==> config.mk <==
export PLATFORM = sky130hd
export DESIGN_NAME = fetch_stage
export DESIGN_NICKNAME = d
export VERILOG_FILES = /design/src/rtl/rv32_pkg.sv /design/src/rtl/if_id_reg.sv /design/src/rtl/fetch_stage.sv
export SDC_FILE = /design/constraint.sdc
export NUM_CORES = 1
export LEC_CHECK = 0
export CAP_MARGIN = 20
export CORE_MARGIN = 3
export CORE_UTILIZATION = 41
export CTS_CLUSTER_SIZE = 8
export DETAILED_ROUTE_END_ITERATION = 6
export PLACE_DENSITY = 0.8
export SLEW_MARGIN = 20
export SYNTH_ARGS = -nofsm -noshare
export SYNTH_HDL_FRONTEND = slang
export SYNTH_SLANG_ARGS = --single-unit
export TNS_END_PERCENT = 1
==> constraint.sdc <==
create_clock -name clk -period 3.6 [get_ports clk]
set_clock_uncertainty 0.05 [all_clocks]
set_input_delay 0.72 -clock clk [delete_from_list [all_inputs] [get_ports clk]]
set_output_delay 0.72 -clock clk [all_outputs]
set_load 0.005 [all_outputs]
==> src/rtl/rv32_pkg.sv <==
// Shared RV32I definitions: data width, special instruction encodings
// and the fetch-stage state enumeration.
package rv32_pkg;

  localparam int XLEN = 32;

  localparam logic [XLEN-1:0] NOP_INSTR    = 32'h0000_0013;
  localparam logic [XLEN-1:0] ECALL_INSTR  = 32'h0000_0073;
  localparam logic [XLEN-1:0] EBREAK_INSTR = 32'h0010_0073;

  typedef enum logic [1:0] {
    RUN    = 2'd0,
    HALTED = 2'd1,
    FAULT  = 2'd2
  } fetch_state_t;

  // True when the word is one of the instructions that stop fetch.
  function automatic logic is_halt_instr(input logic [XLEN-1:0] word);
    return (word == ECALL_INSTR) || (word == EBREAK_INSTR);
  endfunction

endpackage

==> src/rtl/if_id_reg.sv <==
// Generic pipeline register with load, hold and bubble controls.
// A bubble replaces the instruction with a NOP and clears valid while
// leaving the PC fields untouched; bubble wins over load.
module if_id_reg
  import rv32_pkg::*;
#(
  parameter logic [31:0] NOP = NOP_INSTR
) (
  input  logic        clk,
  input  logic        reset,
  input  logic        load,
  input  logic        bubble,
  input  logic [31:0] next_instr,
  input  logic [31:0] next_pc,
  input  logic [31:0] next_pc_plus4,
  output logic [31:0] instr,
  output logic [31:0] pc,
  output logic [31:0] pc_plus4,
  output logic        valid
);

  // Register update: reset, then bubble, then load, otherwise hold.
  always_ff @(posedge clk) begin
    if (reset) begin
      instr    <= NOP;
      pc       <= '0;
      pc_plus4 <= '0;
      valid    <= 1'b0;
    end else if (bubble) begin
      instr <= NOP;
      valid <= 1'b0;
    end else if (load) begin
      instr    <= next_instr;
      pc       <= next_pc;
      pc_plus4 <= next_pc_plus4;
      valid    <= 1'b1;
    end
  end

endmodule

==> src/rtl/fetch_stage.sv <==
// RV32I instruction-fetch stage: owns the PC, addresses the async
// instruction ROM and feeds the IF/ID register. Handles decode stalls,
// redirects with wrong-path squash, halting on ECALL/EBREAK and a sticky
// fault on misaligned redirect targets.
module fetch_stage #(
  parameter logic [31:0] RESET_VECTOR = 32'h0000_0000,
  parameter logic [31:0] NOP_INSTR    = rv32_pkg::NOP_INSTR
) (
  input  logic        clk,
  input  logic        reset,
  output logic [31:0] imem_addr,
  input  logic [31:0] imem_instr,
  input  logic        stall,
  input  logic        redirect_valid,
  input  logic [31:0] redirect_target,
  output logic [31:0] if_id_instr,
  output logic [31:0] if_id_pc,
  output logic [31:0] if_id_pc_plus4,
  output logic        if_id_valid,
  output logic        halted,
  output logic        fault,
  output logic [31:0] fault_addr,
  output logic [31:0] fetch_count
);
  import rv32_pkg::*;

  fetch_state_t    state_q, state_d;
  logic [XLEN-1:0] pc_q, pc_d;
  logic [XLEN-1:0] pc_plus4;
  logic [XLEN-1:0] count_q, count_d;
  logic [XLEN-1:0] fault_addr_q, fault_addr_d;
  logic            load, bubble;
  logic            target_aligned;

  assign pc_plus4       = pc_q + 32'd4;
  assign target_aligned = (redirect_target[1:0] == 2'b00);

  // Next-state, next-PC and IF/ID control selection by priority.
  always_comb begin
    state_d      = state_q;
    pc_d         = pc_q;
    count_d      = count_q;
    fault_addr_d = fault_addr_q;
    load         = 1'b0;
    bubble       = 1'b0;
    case (state_q)
      RUN, HALTED: begin
        if (redirect_valid) begin
          bubble = 1'b1;
          if (target_aligned) begin
            pc_d    = redirect_target;
            state_d = RUN;
          end else begin
            fault_addr_d = redirect_target;
            state_d      = FAULT;
          end
        end else if (stall) begin
          load = 1'b0;
        end else if (state_q == RUN) begin
          load    = 1'b1;
          pc_d    = pc_plus4;
          count_d = count_q + 32'd1;
          if (is_halt_instr(imem_instr)) begin
            state_d = HALTED;
          end
        end else begin
          bubble = 1'b1;
        end
      end
      default: begin
        bubble = 1'b1;
      end
    endcase
  end

  // State, PC, counter and fault address registers.
  always_ff @(posedge clk) begin
    if (reset) begin
      state_q      <= RUN;
      pc_q         <= RESET_VECTOR;
      count_q      <= '0;
      fault_addr_q <= '0;
    end else begin
      state_q      <= state_d;
      pc_q         <= pc_d;
      count_q      <= count_d;
      fault_addr_q <= fault_addr_d;
    end
  end

  if_id_reg #(
    .NOP(NOP_INSTR)
  ) u_if_id (
    .clk          (clk),
    .reset        (reset),
    .load         (load),
    .bubble       (bubble),
    .next_instr   (imem_instr),
    .next_pc      (pc_q),
    .next_pc_plus4(pc_plus4),
    .instr        (if_id_instr),
    .pc           (if_id_pc),
    .pc_plus4     (if_id_pc_plus4),
    .valid        (if_id_valid)
  );

  assign imem_addr   = pc_q;
  assign halted      = (state_q == HALTED);
  assign fault       = (state_q == FAULT);
  assign fault_addr  = fault_addr_q;
  assign fetch_count = count_q;

endmodule

==> impl_metrics.json, run 1 <==
{
  "setup_tns_ns": 0,
  "cts_buffer_depth": 2,
  "cp-end-kind": "register",
  "port_buffers": 262,
  "status": "finished, final reports clean",
  "final_cell_mix": "clkdlybuf4s50_1, nand2_1, dfxtp_1",
  "cp.depth": 6,
  "vias_per_cell": 5.34,
  "yosys.area.top_type": "dfxtp_1",
  "antenna_found_initial": 0,
  "finalCritPeriodShare_pct": 78.6,
  "worst_setup_hold_path_clk_slew_ns": 0.07,
  "first_iter_violations": 711,
  "n_antenna_cell": 0,
  "drive_gt1_share_pct": 5.58,
  "ys.flop_type": "dfxtp_1",
  "first_pass_iters": 5,
  "reg2reg_depth": 7,
  "routed_wl_um": 25600,
  "start_kind": "primary input",
  "p_leak_nw": 3.96,
  "r2r_end": "u_if_id.pc_plus4[28]",
  "reg2reg_slack_ns": 0.87,
  "critPathKind": "in -> reg",
  "dieWidth_um": 148,
  "cts_made_buffers": 17,
  "timing.final.crit_period_ns": 2.83,
  "power_mw": 4.83,
  "dieHeight_um": 148,
  "worst-path-buf-inv": 2,
  "crit_family": "buffers and inverters",
  "worstSetupStartpoint": "stall",
  "finalInstanceArea_um2": 11600,
  "finalHoldViolations": 0,
  "syn_area_um2": 8230,
  "die-area_um2": 21800,
  "vias": 8215,
  "synthAdderAreaFrac_pct": 0.304,
  "crit_fanout": 81,
  "layout_commonest_cell": "clkdlybuf4s50_1",
  "overflow": 0,
  "cpPeakStageDelay_ns": 0.69,
  "place_area_um2": 11000,
  "required_ns": 3.84,
  "fmax_mhz": 354,
  "grt_max_degree": 82,
  "relSlewSlack_pct": 48.6,
  "nets": 1329,
  "grt_pass1_wl_um": 40700,
  "synth_fp_nets": 1113,
  "yosysUniqueCellTypes": 57,
  "final_max_slew_viol_count": 0,
  "synth_compound_area_share_pct": 14.9,
  "dp_hpwl_um": 18200,
  "synth_top_family_by_area": "simple AND/OR/NAND/NOR gates",
  "arrival_ns": 3.07,
  "max_cap_viol_count": 0,
  "syn_inst": 1043,
  "holdPathStages": 2,
  "ys_ff_latch": 193,
  "cts.sinks": 193,
  "synth_xor_area_share_pct": 5.00,
  "grt_pass1_vias": 7690,
  "post_cts_buffers": 0,
  "gp_congestion": 0.880,
  "core-area_um2": 19600,
  "rows": 51,
  "finalSetupViolations": 0,
  "io_pins": 263,
  "antenna_left": 0,
  "timing.rr.start": "imem_addr[3]",
  "htreeDepth": 4,
  "cts_resized": 0,
  "cts_hold_buffers": 0,
  "synth_edf_count": 0,
  "yosys_warnings": 0,
  "cts_tree": "done",
  "yosys.area_share.simple_pct": 27.9,
  "async_flop_share_pct": 0,
  "insertion_delay_ns": 0.44,
  "drt_drc_violations_left": 0,
  "wl_per_cell_um": 16.6,
  "muxShareOfSynthArea_pct": 0.395,
  "peakVddDrop_v": 0.000325,
  "cts_root_buf": "clkbuf_16",
  "rsz0062_at_grt": "no",
  "ys_seq_area_share_pct": 46.9,
  "syn_area_per_cell_um2": 7.89,
  "cp_slowest_cell": "buf_4",
  "p_per_area_nw_per_um2": 415,
  "tightest_slew_ns": 0.763,
  "grt_usage_pct": 23.0,
  "synth_top_area_share_pct": 46.9,
  "area_growth_syn_to_layout_pct": 41.4,
  "cp_cell_sequence": "clkdlybuf4s50_1 -> nor4_2 -> buf_4 -> nand2_1 -> o311ai_0 -> nor3_1",
  "start_util_pct": 42.0,
  "holdCritPathClass": "reg -> reg",
  "setup.worst_path.end": "imem_addr[22]",
  "synth.area.top_cells": "dfxtp_1, nand2_1, a21oi_1, nor2_1, clkbuf_1"
}
==> cell type report <==
type | count | area (µm²)
Multi-Input combinational cell | 760 | 4020
Fill cell | 1725 | 7950
Clock buffer | 17 | 425
Clock inverter | 15 | 205
Sequential cell | 193 | 3860
Tap cell | 265 | 332
Timing Repair Buffer | 283 | 2790
Inverter | 4 | 15.0
==> power breakdown <==
group          switching [mW]  total [mW]  internal (mW)
Clock                   0.864        2.04           1.17
Sequential             0.0626        2.27           2.20
Combinational           0.264       0.529          0.265
==> through the flow <==
step / hold slack [ns] / std cells / setup slack, ns / util, %
CTS: 0.407 / 1537 / 0.871 / 59.4
global placement: 0.391 / 1505 / 0.576 / 56.2
detailed placement: 0.397 / 1505 / 0.522 / 56.2
global route: 0.424 / 1537 / 0.632 / 59.4
floorplan: 0.390 / 1043 / 1.02 / -
finish: 0.403 / 1537 / 0.771 / 59.4
==> cell usage after synthesis (all sizes together) (2+ instances only) <==
| library cell | n |
|---|---|
| nand4 | 25 |
| nor3 | 8 |
| a22o | 4 |
| o21ai | 13 |
| and4 | 4 |
| and3 | 16 |
| a21o | 6 |
| nand3 | 42 |
| inv | 4 |
| nand2 | 246 |
| nand2b | 3 |
| mux2 | 2 |
| or4 | 4 |
| nor2b | 8 |
| and2 | 5 |
| nor4b | 2 |
| ha | 2 |
| o311ai | 5 |
| nand3b | 4 |
| nor2 | 99 |
| clkbuf | 70 |
| dfxtp | 193 |
| a211oi | 28 |
| o41ai | 2 |
| a221oi | 2 |
| a21oi | 121 |
| buf | 16 |
| xor2 | 27 |
| a31oi | 8 |
| nor4 | 18 |
| a22oi | 5 |
| or3 | 10 |
| nor3b | 4 |
| or2 | 3 |
| xnor2 | 20 |
| a32oi | 2 |
| a211o | 2 |
==> registers in the layout, indices dropped and copies added (netlist names) <==
signal            cells
fetch_count          32
state_q               2
u_if_id.pc           32
imem_addr            32
u_if_id.valid         1
u_if_id.pc_plus4     30
u_if_id.instr        32
fault_addr           32
==> worst min-delay path, delay by kind of cell, from the launching register on <==
family	cells	cell delay (ns)
AO/OA/AOI/OAI	1	0.05
flip-flops	1	0.31
AND/OR/NAND/NOR	1	0.05
==> metal layers <==
layer,GRT usage (%),wire length [µm]
met3,6.84,2210
met5,0,0
met4,7.88,543
met2,37.8,12300
met1,28.9,10500
==> worst min path at each step <==
stage	startpoint	endpoint
after floorplan	imem_addr[0]	u_if_id.pc[0]
after global placement	u_if_id.instr[28]	u_if_id.instr[28]
after detailed placement	fault_addr[30]	fault_addr[30]
after CTS	fault_addr[30]	fault_addr[30]
after global routing	u_if_id.pc[4]	u_if_id.pc[4]
final	u_if_id.pc[4]	u_if_id.pc[4]
==> kinds of logic (layout without fill, tap and decap cells) <==
family,after synthesis,count (layout)
compound gates,206,206
xor+xnor,47,47
fa+ha+maj,2,2
buf+inv,90,319
flops,193,193
mux,3,3
simple gates,502,502
Power figures use the tool's default switching activity.
==> run 2: changes to the inputs <==
PLACE_DENSITY = 0.83   (was 0.8)
clock period = 2.5 ns   (was 3.6 ns; I/O delays follow)
==> run 2 against run 1 <==
Effect of this change:
- first-iteration DRC count shrank 4.6%
- largest cell class unchanged
- sequential power grew 43%
- critical endpoint is now u_if_id.pc_plus4[28]
- highest routed layer unchanged
- worst hold slack gained 0.0018 ns
- clock power grew 39%
- total power grew 43%
- critical path type is now reg -> reg
- critical path depth shrank 1
- die area is the same
==> impl_metrics.json, run 2 (synthesis gave the netlist of run 1 again) <==
{
  "io_pins": 263,
  "gp_congestion": 0.898,
  "status": "finished, final reports clean",
  "first_iter_violations": 678,
  "dieWidth_um": 148,
  "critPathKind": "reg -> reg",
  "cts_buffer_depth": 2,
  "final_max_slew_viol_count": 0,
  "max_cap_viol_count": 0,
  "finalCritPeriodShare_pct": 90.6,
  "vias": 8372,
  "grt_max_degree": 56,
  "fin_util_pct": 60.8,
  "worst_setup_hold_path_clk_slew_ns": 0.07,
  "port_buffers": 262,
  "cts_resized": 0,
  "grt_pass1_wl_um": 41600,
  "post_cts_buffers": 0,
  "n_antenna_cell": 0,
  "nets": 1366,
  "rsz0062_at_grt": "no",
  "p_leak_nw": 4.15,
  "timing.rr.start": "imem_addr[8]",
  "crit_fanout": 5,
  "cp_cell_sequence": "nand4_1 -> or3_1 -> or4_1 -> nor3b_1 -> nor4_1",
  "vias_per_cell": 5.32,
  "core-area_um2": 19600,
  "finalSetupViolations": 0,
  "layout_commonest_cell": "clkdlybuf4s50_1",
  "routed_wl_um": 26300,
  "layout_setup_ws_ns": 0.234,
  "dieHeight_um": 148,
  "holdCritPathClass": "reg -> reg",
  "reg2reg_depth": 5,
  "nFillCells": 1711,
  "fmax_mhz": 441,
  "holdPathStages": 2,
  "cts_root_buf": "clkbuf_16",
  "start_kind": "register",
  "finalHoldViolations": 0,
  "tightest_slew_ns": 0.557,
  "rows": 51,
  "cts.sinks": 193,
  "cp-end-kind": "register",
  "antenna_left": 0,
  "whs_endpoint": "u_if_id.pc[3]",
  "power_mw": 6.89,
  "antenna_found_initial": 0,
  "grt_usage_pct": 23.4,
  "min_from": "u_if_id.pc[3]",
  "insertion_delay_ns": 0.42,
  "drive_gt1_share_pct": 8.10,
  "place_ws_ns": -0.112,
  "cts_made_buffers": 17,
  "arrival_ns": 2.56,
  "r2r_end": "u_if_id.pc_plus4[28]",
  "die-area_um2": 21800,
  "peakVddDrop_v": 0.000468,
  "dp_hpwl_um": 19000,
  "htreeDepth": 4,
  "required_ns": 2.79,
  "grt_pass1_vias": 8010,
  "p_per_area_nw_per_um2": 579,
  "wl_per_cell_um": 16.7,
  "final_cell_mix": "clkdlybuf4s50_1, nand2_1, dfxtp_1",
  "first_pass_iters": 5,
  "cts_tree": "done",
  "final_cells": 1573,
  "area_growth_syn_to_layout_pct": 44.6,
  "dp.cells": 1542,
  "relSlewSlack_pct": 62.5,
  "start_util_pct": 42.0,
  "reg2reg_slack_ns": 0.23,
  "timing.final.crit_period_ns": 2.27,
  "overflow": 0,
  "cp_slowest_cell": "or4_1",
  "setup_tns_ns": 0,
  "drt_drc_violations_left": 0,
  "cpPeakStageDelay_ns": 0.62,
  "cts_hold_buffers": 0
}
## run 2: cell types whose count changed in the layout (fill, tap and decap cells not counted)
cell | previous run | this run
inv_6 | 4 | 3
nor2_2 | 0 | 1
clkbuf_1 | 0 | 1
clkbuf_8 | 0 | 2
buf_4 | 21 | 57
nor2_4 | 1 | 0
buf_12 | 1 | 2
bufinv_16 | 4 | 3
clkinvlp_4 | 3 | 1
## run 2: worst max path at each step
stage                       startpoint              endpoint  slack [ns]  cells after the start
final                     imem_addr[8]  u_if_id.pc_plus4[28]        0.23                      5
after floorplan           imem_addr[2]  u_if_id.pc_plus4[28]        0.12                      7
after detailed placement         stall       fetch_count[28]       -0.11                      7
after global placement           stall       fetch_count[28]       -0.08                      7
after CTS                 imem_addr[8]  u_if_id.pc_plus4[28]        0.22                      5
after global routing      imem_addr[8]  u_if_id.pc_plus4[28]        0.05                      5
## run 2: worst max-delay path, delay by kind of cell (launching register included)
family | cells | cell delay [ns]
AND/OR/NAND/NOR | 5 | 1.70
flip-flops | 1 | 0.43
## run 2: area by class of cell
| cell class | instances | area, µm² | area share (%) |
|---|---|---|---|
| well taps | 265 | 332 | 2.78 |
| flip-flops and latches | 193 | 3860 | 32.5 |
| inverters | 4 | 15.0 | 0.126 |
| multi-input cells | 760 | 4010 | 33.7 |
| clock buffers | 20 | 457 | 3.84 |
| repair buffers | 320 | 3080 | 25.8 |
| clock inverters | 11 | 151 | 1.27 |
## run 2: layer usage
layer	share of wire, %	track usage, %	wire length (µm)	up-vias
li1	-	-	-	4077
met4	1.9	8.15	510	0
met5	0	0	0	-
met3	8.7	6.47	2290	40
met2	49	39.5	12900	332
met1	40	28.7	10600	3923
## run 2: per-stage QoR
| step | cell area (µm²) | hold slack, ns |
|---|---|---|
| 3_5_place_dp | 11300 | 0.395 |
| 2_1_floorplan | 8230 | 0.390 |
| 6_report | 11900 | 0.405 |
| 3_3_place_gp | 11300 | 0.390 |
| 4_1_cts | 11900 | 0.400 |
| 5_1_grt | 11900 | 0.411 |
## run 2: power by group
part,total (mW),internal (mW),switching [mW]
clock,2.83,1.63,1.20
sequential,3.24,3.17,0.0649
combinational,0.824,0.411,0.413
total,6.89,5.22,1.68
